--- src/rtl/mu0_pkg.sv ---
// mu0_pkg: shared encodings for the MU0 control unit
package mu0_pkg;
   typedef enum logic [1:0] {
      S_FETCH = 2'd0,
      S_EXEC  = 2'd1,
      S_HALT  = 2'd2,
      S_FAULT = 2'd3
   } state_e;
   localparam logic [3:0] OP_LDA = 4'd0;
   localparam logic [3:0] OP_STA = 4'd1;
   localparam logic [3:0] OP_ADD = 4'd2;
   localparam logic [3:0] OP_SUB = 4'd3;
   localparam logic [3:0] OP_JMP = 4'd4;
   localparam logic [3:0] OP_JGE = 4'd5;
   localparam logic [3:0] OP_JNE = 4'd6;
   localparam logic [3:0] OP_STP = 4'd7;
   localparam logic [1:0] ALU_PASS_Y = 2'b00;
   localparam logic [1:0] ALU_ADD    = 2'b01;
   localparam logic [1:0] ALU_INC    = 2'b10;
   localparam logic [1:0] ALU_SUB    = 2'b11;
   localparam logic X_ACC   = 1'b0;
   localparam logic X_PC    = 1'b1;
   localparam logic Y_MEM   = 1'b0;
   localparam logic Y_IR    = 1'b1;
   localparam logic ADDR_PC = 1'b0;
   localparam logic ADDR_IR = 1'b1;
   // memory-class opcodes occupy 0..3
   function automatic logic is_mem_op(input logic [3:0] op);
      return op[3:2] == 2'b00;
   endfunction
endpackage

--- src/rtl/mu0_wait_timer.sv ---
// mu0_wait_timer: counts consecutive memory wait cycles and flags the last tolerated one
module mu0_wait_timer #(
   parameter int WAIT_LIMIT = 15,
   parameter int CNT_W      = 8
) (
   input  logic Clk,
   input  logic Reset,
   input  logic clr_i,
   input  logic inc_i,
   output logic timeout_o
);
   logic [CNT_W-1:0] cnt_q, cnt_d;
   // clear wins over increment
   always_comb cnt_d = clr_i ? '0 : inc_i ? cnt_q + 1'b1 : cnt_q;
   // counter register, cleared asynchronously
   always_ff @(posedge Clk or negedge Reset)
      if (!Reset) cnt_q <= '0;
      else        cnt_q <= cnt_d;
   assign timeout_o = cnt_q == CNT_W'(WAIT_LIMIT - 1);
endmodule

--- src/rtl/mu0_control.sv ---
// mu0_control: fetch/execute sequencer for the MU0 datapath with wait-state timeout
module mu0_control
   import mu0_pkg::*;
#(
   parameter int WAIT_LIMIT = 15,
   parameter int CNT_W      = 8
) (
   input  logic       Clk,
   input  logic       Reset,
   input  logic [3:0] Opcode,
   input  logic       N_flag,
   input  logic       Z_flag,
   input  logic       Mem_Ready,
   output logic       IR_En,
   output logic       PC_En,
   output logic       Acc_En,
   output logic       X_sel,
   output logic       Y_sel,
   output logic       Addr_sel,
   output logic [1:0] ALU_fs,
   output logic       Mem_Rd,
   output logic       Mem_Wr,
   output logic       Halted,
   output logic       Fault
);
   state_e state_q, state_d;
   logic   mem_op, waiting, timeout;
   assign mem_op  = is_mem_op(Opcode);
   assign waiting = (state_q == S_FETCH || (state_q == S_EXEC && mem_op)) && !Mem_Ready;
   mu0_wait_timer #(.WAIT_LIMIT(WAIT_LIMIT), .CNT_W(CNT_W)) u_timer (
      .Clk       (Clk),
      .Reset     (Reset),
      .clr_i     (!waiting),
      .inc_i     (waiting),
      .timeout_o (timeout)
   );
   // state register, forced to FETCH asynchronously
   always_ff @(posedge Clk or negedge Reset)
      if (!Reset) state_q <= S_FETCH;
      else        state_q <= state_d;
   // next state: memory accesses stall on Mem_Ready and fault on timeout
   always_comb begin
      state_d = state_q;
      case (state_q)
         S_FETCH: state_d = Mem_Ready ? S_EXEC : timeout ? S_FAULT : S_FETCH;
         S_EXEC:  state_d = !mem_op ? (Opcode == OP_STP ? S_HALT : S_FETCH) :
                            Mem_Ready ? S_FETCH : timeout ? S_FAULT : S_EXEC;
         default: state_d = state_q;
      endcase
   end
   // decode outputs; everything is held low while Reset is asserted
   always_comb begin
      IR_En    = 1'b0;
      PC_En    = 1'b0;
      Acc_En   = 1'b0;
      X_sel    = X_ACC;
      Y_sel    = Y_MEM;
      Addr_sel = ADDR_PC;
      ALU_fs   = ALU_PASS_Y;
      Mem_Rd   = 1'b0;
      Mem_Wr   = 1'b0;
      Halted   = 1'b0;
      Fault    = 1'b0;
      if (Reset) begin
         case (state_q)
            S_FETCH: begin
               Mem_Rd = 1'b1;
               X_sel  = X_PC;
               ALU_fs = ALU_INC;
               IR_En  = Mem_Ready;
               PC_En  = Mem_Ready;
            end
            S_EXEC: begin
               if (mem_op) begin
                  Addr_sel = ADDR_IR;
                  Mem_Rd   = Opcode != OP_STA;
                  Mem_Wr   = Opcode == OP_STA;
                  Acc_En   = Mem_Ready && Opcode != OP_STA;
                  ALU_fs   = Opcode == OP_ADD ? ALU_ADD : Opcode == OP_SUB ? ALU_SUB : ALU_PASS_Y;
               end else if (Opcode == OP_JMP || Opcode == OP_JGE || Opcode == OP_JNE) begin
                  Y_sel = Y_IR;
                  PC_En = Opcode == OP_JMP ? 1'b1 : Opcode == OP_JGE ? !N_flag : !Z_flag;
               end
            end
            S_HALT:  Halted = 1'b1;
            default: Fault  = 1'b1;
         endcase
      end
   end
endmodule

--- config.mk ---
export PLATFORM = sky130hd
export DESIGN_NAME = mu0_control
export DESIGN_NICKNAME = d
export VERILOG_FILES = /design/src/rtl/mu0_pkg.sv /design/src/rtl/mu0_wait_timer.sv /design/src/rtl/mu0_control.sv
export SDC_FILE = /design/constraint.sdc
export NUM_CORES = 1
export LEC_CHECK = 0
export BUFFER_PORTS_ARGS = -buffer_cell sky130_fd_sc_hd__buf_4
export CORE_AREA = 2 2 39 41
export CTS_BUF_LIST = sky130_fd_sc_hd__clkbuf_8
export DETAILED_ROUTE_END_ITERATION = 12
export DIE_AREA = 0 0 41 43
export PLACE_DENSITY = 0.77
export SLEW_MARGIN = 10
export SYNTH_ARGS = -nofsm -noshare
export SYNTH_HDL_FRONTEND = slang
export SYNTH_SLANG_ARGS = --single-unit
--- constraint.sdc ---
create_clock -name Clk -period 4.25 [get_ports Clk]
set_input_delay 1.275 -clock Clk [delete_from_list [all_inputs] [get_ports Clk]]
set_output_delay 1.275 -clock Clk [all_outputs]
set_load 0.005 [all_outputs]
### Word-level counts from Yosys, hierarchy flattened

Index checks and enable logic that the tools add are counted.

* output and inout bits: 12
* input port bits: 9
* register bits after elaboration: 10
* word-level logic and storage cells: 70

* multiplexer cells: 43
* $add $sub $neg: 1
* equality and inequality tests: 11
* reductions and logical operators: 13

Operators by type and width (number)
* 1-bit two-way mux: 28
* 2-bit two-way mux: 10
* 4-bit by 3-bit == test with 1-bit output, second input constant: 4
* 8-bit by 1-bit adder with 8-bit output, second input constant: 1
* 4-bit by 2-bit == test with 1-bit output, second input constant: 2
* 8-bit by 4-bit == test with 1-bit output, second input constant: 1
* 8-bit two-way mux: 1
* 2-bit one-hot mux with 2 select lines: 2
* 4-bit by 1-bit == test with 1-bit output, second input constant: 1
* 2-bit zero test: 2
* 4-bit by 1-bit != test with 1-bit output, second input constant: 1
* 1-bit one-hot mux with 2 select lines: 2
* 1-bit logical AND: 3
* 1-bit zero test: 3
* 1-bit logical OR: 3
* 3-bit OR reduction: 1
* 2-bit by 1-bit == test with 1-bit output, second input constant: 1
* 2-bit == test, second input constant: 1
* 2-bit nonzero test: 1

### Longest topological paths before layout

* depth after elaboration: 7
* depth in mapped cells: 5
* gate-level depth less buffers: 5

### Hierarchy

Synthesis repeated with hierarchy kept, for this count alone.

* cells, all modules: 81
* area total of the unflattened synthesis: 709.4 sq um

By module, submodules not included
* mu0_wait_timer: seq. area each 200.2 sq um, area an instance 426.7 sq um, cells each 42, times used 1
* mu0_control: seq. area each 50.0 sq um, area an instance 282.8 sq um, cells each 39, times used 1

### Worst setup path before layout

No wires, ideal clock.

* path type: input to output
* from: input Opcode[3]
* to: output PC_En
* buffers on the path: 0
* data required time: 2975 ps
* data arrival time: 1830 ps
* setup slack: 1145 ps
* stages on the path: 3
* path through: and4bb_1 a32oi_1 nor3b_1

* cells in the longest elaborated chain, start to end: 7
* elaborated cells on any way between the ends: 12
* classes of those cells: eq/ne: 3; mux: 6; reduce/logical: 3

Ends and longest elaborated chain
* from (decl): RTL line mu0_control.sv:10 `input logic [3:0] Opcode,`
* 4-bit by 3-bit == test with 1-bit output: RTL line mu0_control.sv:80, mu0_control.sv:82
* 1-bit two-way mux or 1-bit logical OR (tied branches) (2 in a row): RTL line mu0_control.sv:82, mu0_control.sv:80
* 1-bit two-way mux: RTL line mu0_control.sv:80 `end else if (Opcode == OP_JMP || Opcode == OP_JGE || Opcode == OP_JNE) begin`
* 1-bit two-way mux (*): RTL line mu0_control.sv:74 `if (mem_op) begin`
* 1-bit one-hot mux with 2 select lines (*): RTL line mu0_control.sv:65 `case (state_q)`
* 1-bit two-way mux (*): RTL line mu0_control.sv:64 `if (Reset) begin`
* to (decl): RTL line mu0_control.sv:15 `output logic PC_En,`

Every way passes the cells marked *; elsewhere a longest branch is shown, timed or not.

### Final worst setup path

Ends and elaborated chain as after synthesis.

==> results.md <==
* Status: finished, final reports clean
* Capturing point of the worst reg2reg path: u_timer.cnt_q[6]
* H-tree levels at 1
* HP Class: register to register
* Setup crit end kind: primary output
* Nets at 109
* Measured slew at the worst slew-check pin at 599.4 ps
* Part of the power in registers at 41.7%
* Most common cell in the synthesized netlist: dfrtp_1
* Critical path depth at 5
* Hold Buf Count CTS at 0
* Yosys Warn Count at 0
* Reg2reg path depth at 4
* Worst-skew pair later-pin latency at 230 ps
* CP Launch Type: input port
* Register-to-register setup slack at 2910 ps
* Setup CP Type: input port to primary output
* Antenna-violating nets left at 0
* Final Hold Viols at 0
* CTS clk-pin slew, worst paths at 40 ps
* R2r startpoint: u_timer.cnt_q[0]
* Post-synthesis cell type count at 31
* Mapped Cells at 74
* Routed WL at 1455 um
* Setup violations, final at 0
* Area grow syn2layout at 32.36%
* Setup TNS at 0 ps
* Clock Tree Root: clkbuf_8
* Power per Cell Area at 334.1 nW/um^2
* Share of layout cells above drive strength 1 at 29.17%
* DR iter-0 viols at 2
* Crit path cell chain: buf_4, and4bb_1, a32oi_1, nor3b_1, buf_4
* LEAKAGE at 0.4228 nW
* Overall Power at 283.9 uW
* Initial core utilization at 46.38%
* Clock Skew at 1.380 ps
* Comb pwr share at 24.8%
* Crit path time final at 3375 ps
* CP most frequent cell: buf_4
* Max-Slew Margin vs Limit at 59.77%
* Synth Net Count at 85
* Clock sinks at 10
* Pin count of the biggest net entering global routing at 19
* Residual DRC at 0
* Top cells by count, synth: dfrtp_1 (10), nor2_1 (9), and3_1 (5), nand2_1 (5)
* GR Overflow Total at 0
* Buf+Inv Stages, Crit Path at 2
* P_sw at 82.25 uW
* Dpl cell area at 808.3 um^2
* Vias per cell at 5.598
* Synth top area share at 38.99%
* Gpl congestion at 0.7211
* Hold Crit Depth at 1
* RSZ-0062 raised after global routing: no
* Top post-synthesis cells by area: dfrtp_1 (39%), nor2_1 (5.3%), and3_1 (4.9%)
* Final instance count without filler cells at 112
* Routed len/inst at 12.99 um
* Mean Syn Cell Area at 8.674 um^2
* Int Pwr at 201.6 uW
* CP endpoint: PC_En
* Peak VDD IR at 0.1759 mV
* Worst EP arrival at 2100 ps
* Clock power share at 33.6%
* CP Max Fanout at 5
* Placed insts at 109
* Final instance area at 849.6 um^2
* Post-CTS Repair Setup Buffers at 0
* Max-Cap Viols at 0
* Main synth FF type: dfrtp_1
* Fin crit share at 79.41%
* Total CTS buffers at 3
* Sw Share at 28.97%
* EDFF count, synth at 0
* Ant diodes at 0
* # resized after CTS at 0
* Number of antenna violations at the first check in global routing at 0
* Rows at 14
* Fmax at 296.3 MHz
* Core Area at 1384 um^2
* GRT Total Usage at 19.49%
* Slowest stage delay, CP at 280 ps
* DRT Pass-1 Iters at 2
* First-pass GRT wire length at 2304 um
* Die height at 43 um
* Slowest-stage cell, CP: and4bb_1
* # IOs at 21
* Seq/Total Area, Yosys at 38.99%
* Required @ worst endpoint at 2970 ps
* Die W at 41 um
* Pins Over Slew Limit at 0
* Crit-path leading delay family: simple AND/OR/NAND/NOR gates
* Clock tree buffer depth at 2
* Async S/R FF share, synth at 100.0%
* Vias in the first global route at 570
* Cell Area, Synth at 641.9 um^2
* Post-DP HPWL at 1052 um
* CTS tree: built
* Critical path startpoint: Opcode[3]
* FF+latch count, synth at 10
* Vias at 627
* Post-synth top area cell: dfrtp_1
* Port bufs at 20
* Total Die Area at 1763 um^2
-- registers in the layout (all words and copies together) (netlist names) --
register       count
u_timer.cnt_q      8
state_q            2
-- routing by layer --
layer  GRT usage, %  part of all wire, %
met1          21.69                   40
met2          31.87                   47
met3          3.665                   11
met4          12.00                  2.3
met5              0                    0
-- final cells by class --
type                       instances  area (um^2)
tap                               16        20.02
fill                             131        534.3
timing repair buffer              20        150.1
sequential                        10        250.2
inverter                           4        15.01
multi-input combinational         59        372.9
clock buffer                       3        41.29
-- stage by stage --
stage / utilization [%] / hold slack, ps / setup WS (ps)
2_1_floorplan: - / 475.4 / 1145
3_3_place_gp: 58.41 / 502.6 / 908.3
3_5_place_dp: 58.41 / 522.3 / 890.2
4_1_cts: 61.39 / 528.1 / 882.0
5_1_grt: 61.39 / 540.0 / 818.8
6_report: 61.39 / 530.1 / 875.3
-- power groups by stage --
stage | clock network, mW | registers [mW] | logic [mW]
floorplan | 0 | 0.114 | 0.0411
global placement | 0 | 0.119 | 0.0698
detailed placement | 0 | 0.119 | 0.0709
CTS | 0.0984 | 0.118 | 0.0713
global route | 0.101 | 0.119 | 0.0799
finish | 0.0953 | 0.118 | 0.0704
-- worst reg2reg max path, stage by stage (launching register included) --
cell and delay (ps):
dfrtp_1 410, ha_1 210, nand3_1 130, or3_1 370
a21oi_1 140
-- worst min path at each step --
stage / start / endpoint / slack, ps
3_5_place_dp: u_timer.cnt_q[0] / u_timer.cnt_q[0] / 520
2_1_floorplan: u_timer.cnt_q[0] / u_timer.cnt_q[0] / 480
3_3_place_gp: u_timer.cnt_q[0] / u_timer.cnt_q[0] / 500
4_1_cts: u_timer.cnt_q[0] / u_timer.cnt_q[0] / 530
5_1_grt: u_timer.cnt_q[0] / u_timer.cnt_q[0] / 540
6_report: u_timer.cnt_q[0] / u_timer.cnt_q[0] / 530
-- cell families after synthesis --
logic type	share of synthesized area, %
DFF	38.99
buffers and inverters	2.924
adders and majority gates	3.898
AOI/OAI and AO/OA	16.57
xor gates and xnor gates	4.094
and+or+nand+nor	33.53
-- cell usage in the layout (no fill, tap or decap), drive strengths merged, types with 2 or more instances in the layout --
| cell | netlist | routed |
|---|---|---|
| a21oi | 5 | 5 |
| dfrtp | 10 | 10 |
| ha | 2 | 2 |
| nor3b | 2 | 2 |
| o21ai | 6 | 6 |
| nand2 | 6 | 6 |
| xor2 | 2 | 2 |
| inv | 4 | 4 |
| or3 | 2 | 2 |
| clkbuf | 1 | 3 |
| buf | 0 | 20 |
| nand3 | 4 | 4 |
| and4bb | 2 | 2 |
| nor2 | 9 | 9 |
| and3 | 5 | 5 |
| o31ai | 2 | 2 |
Note: power is estimated with default switching activity, not from simulation.
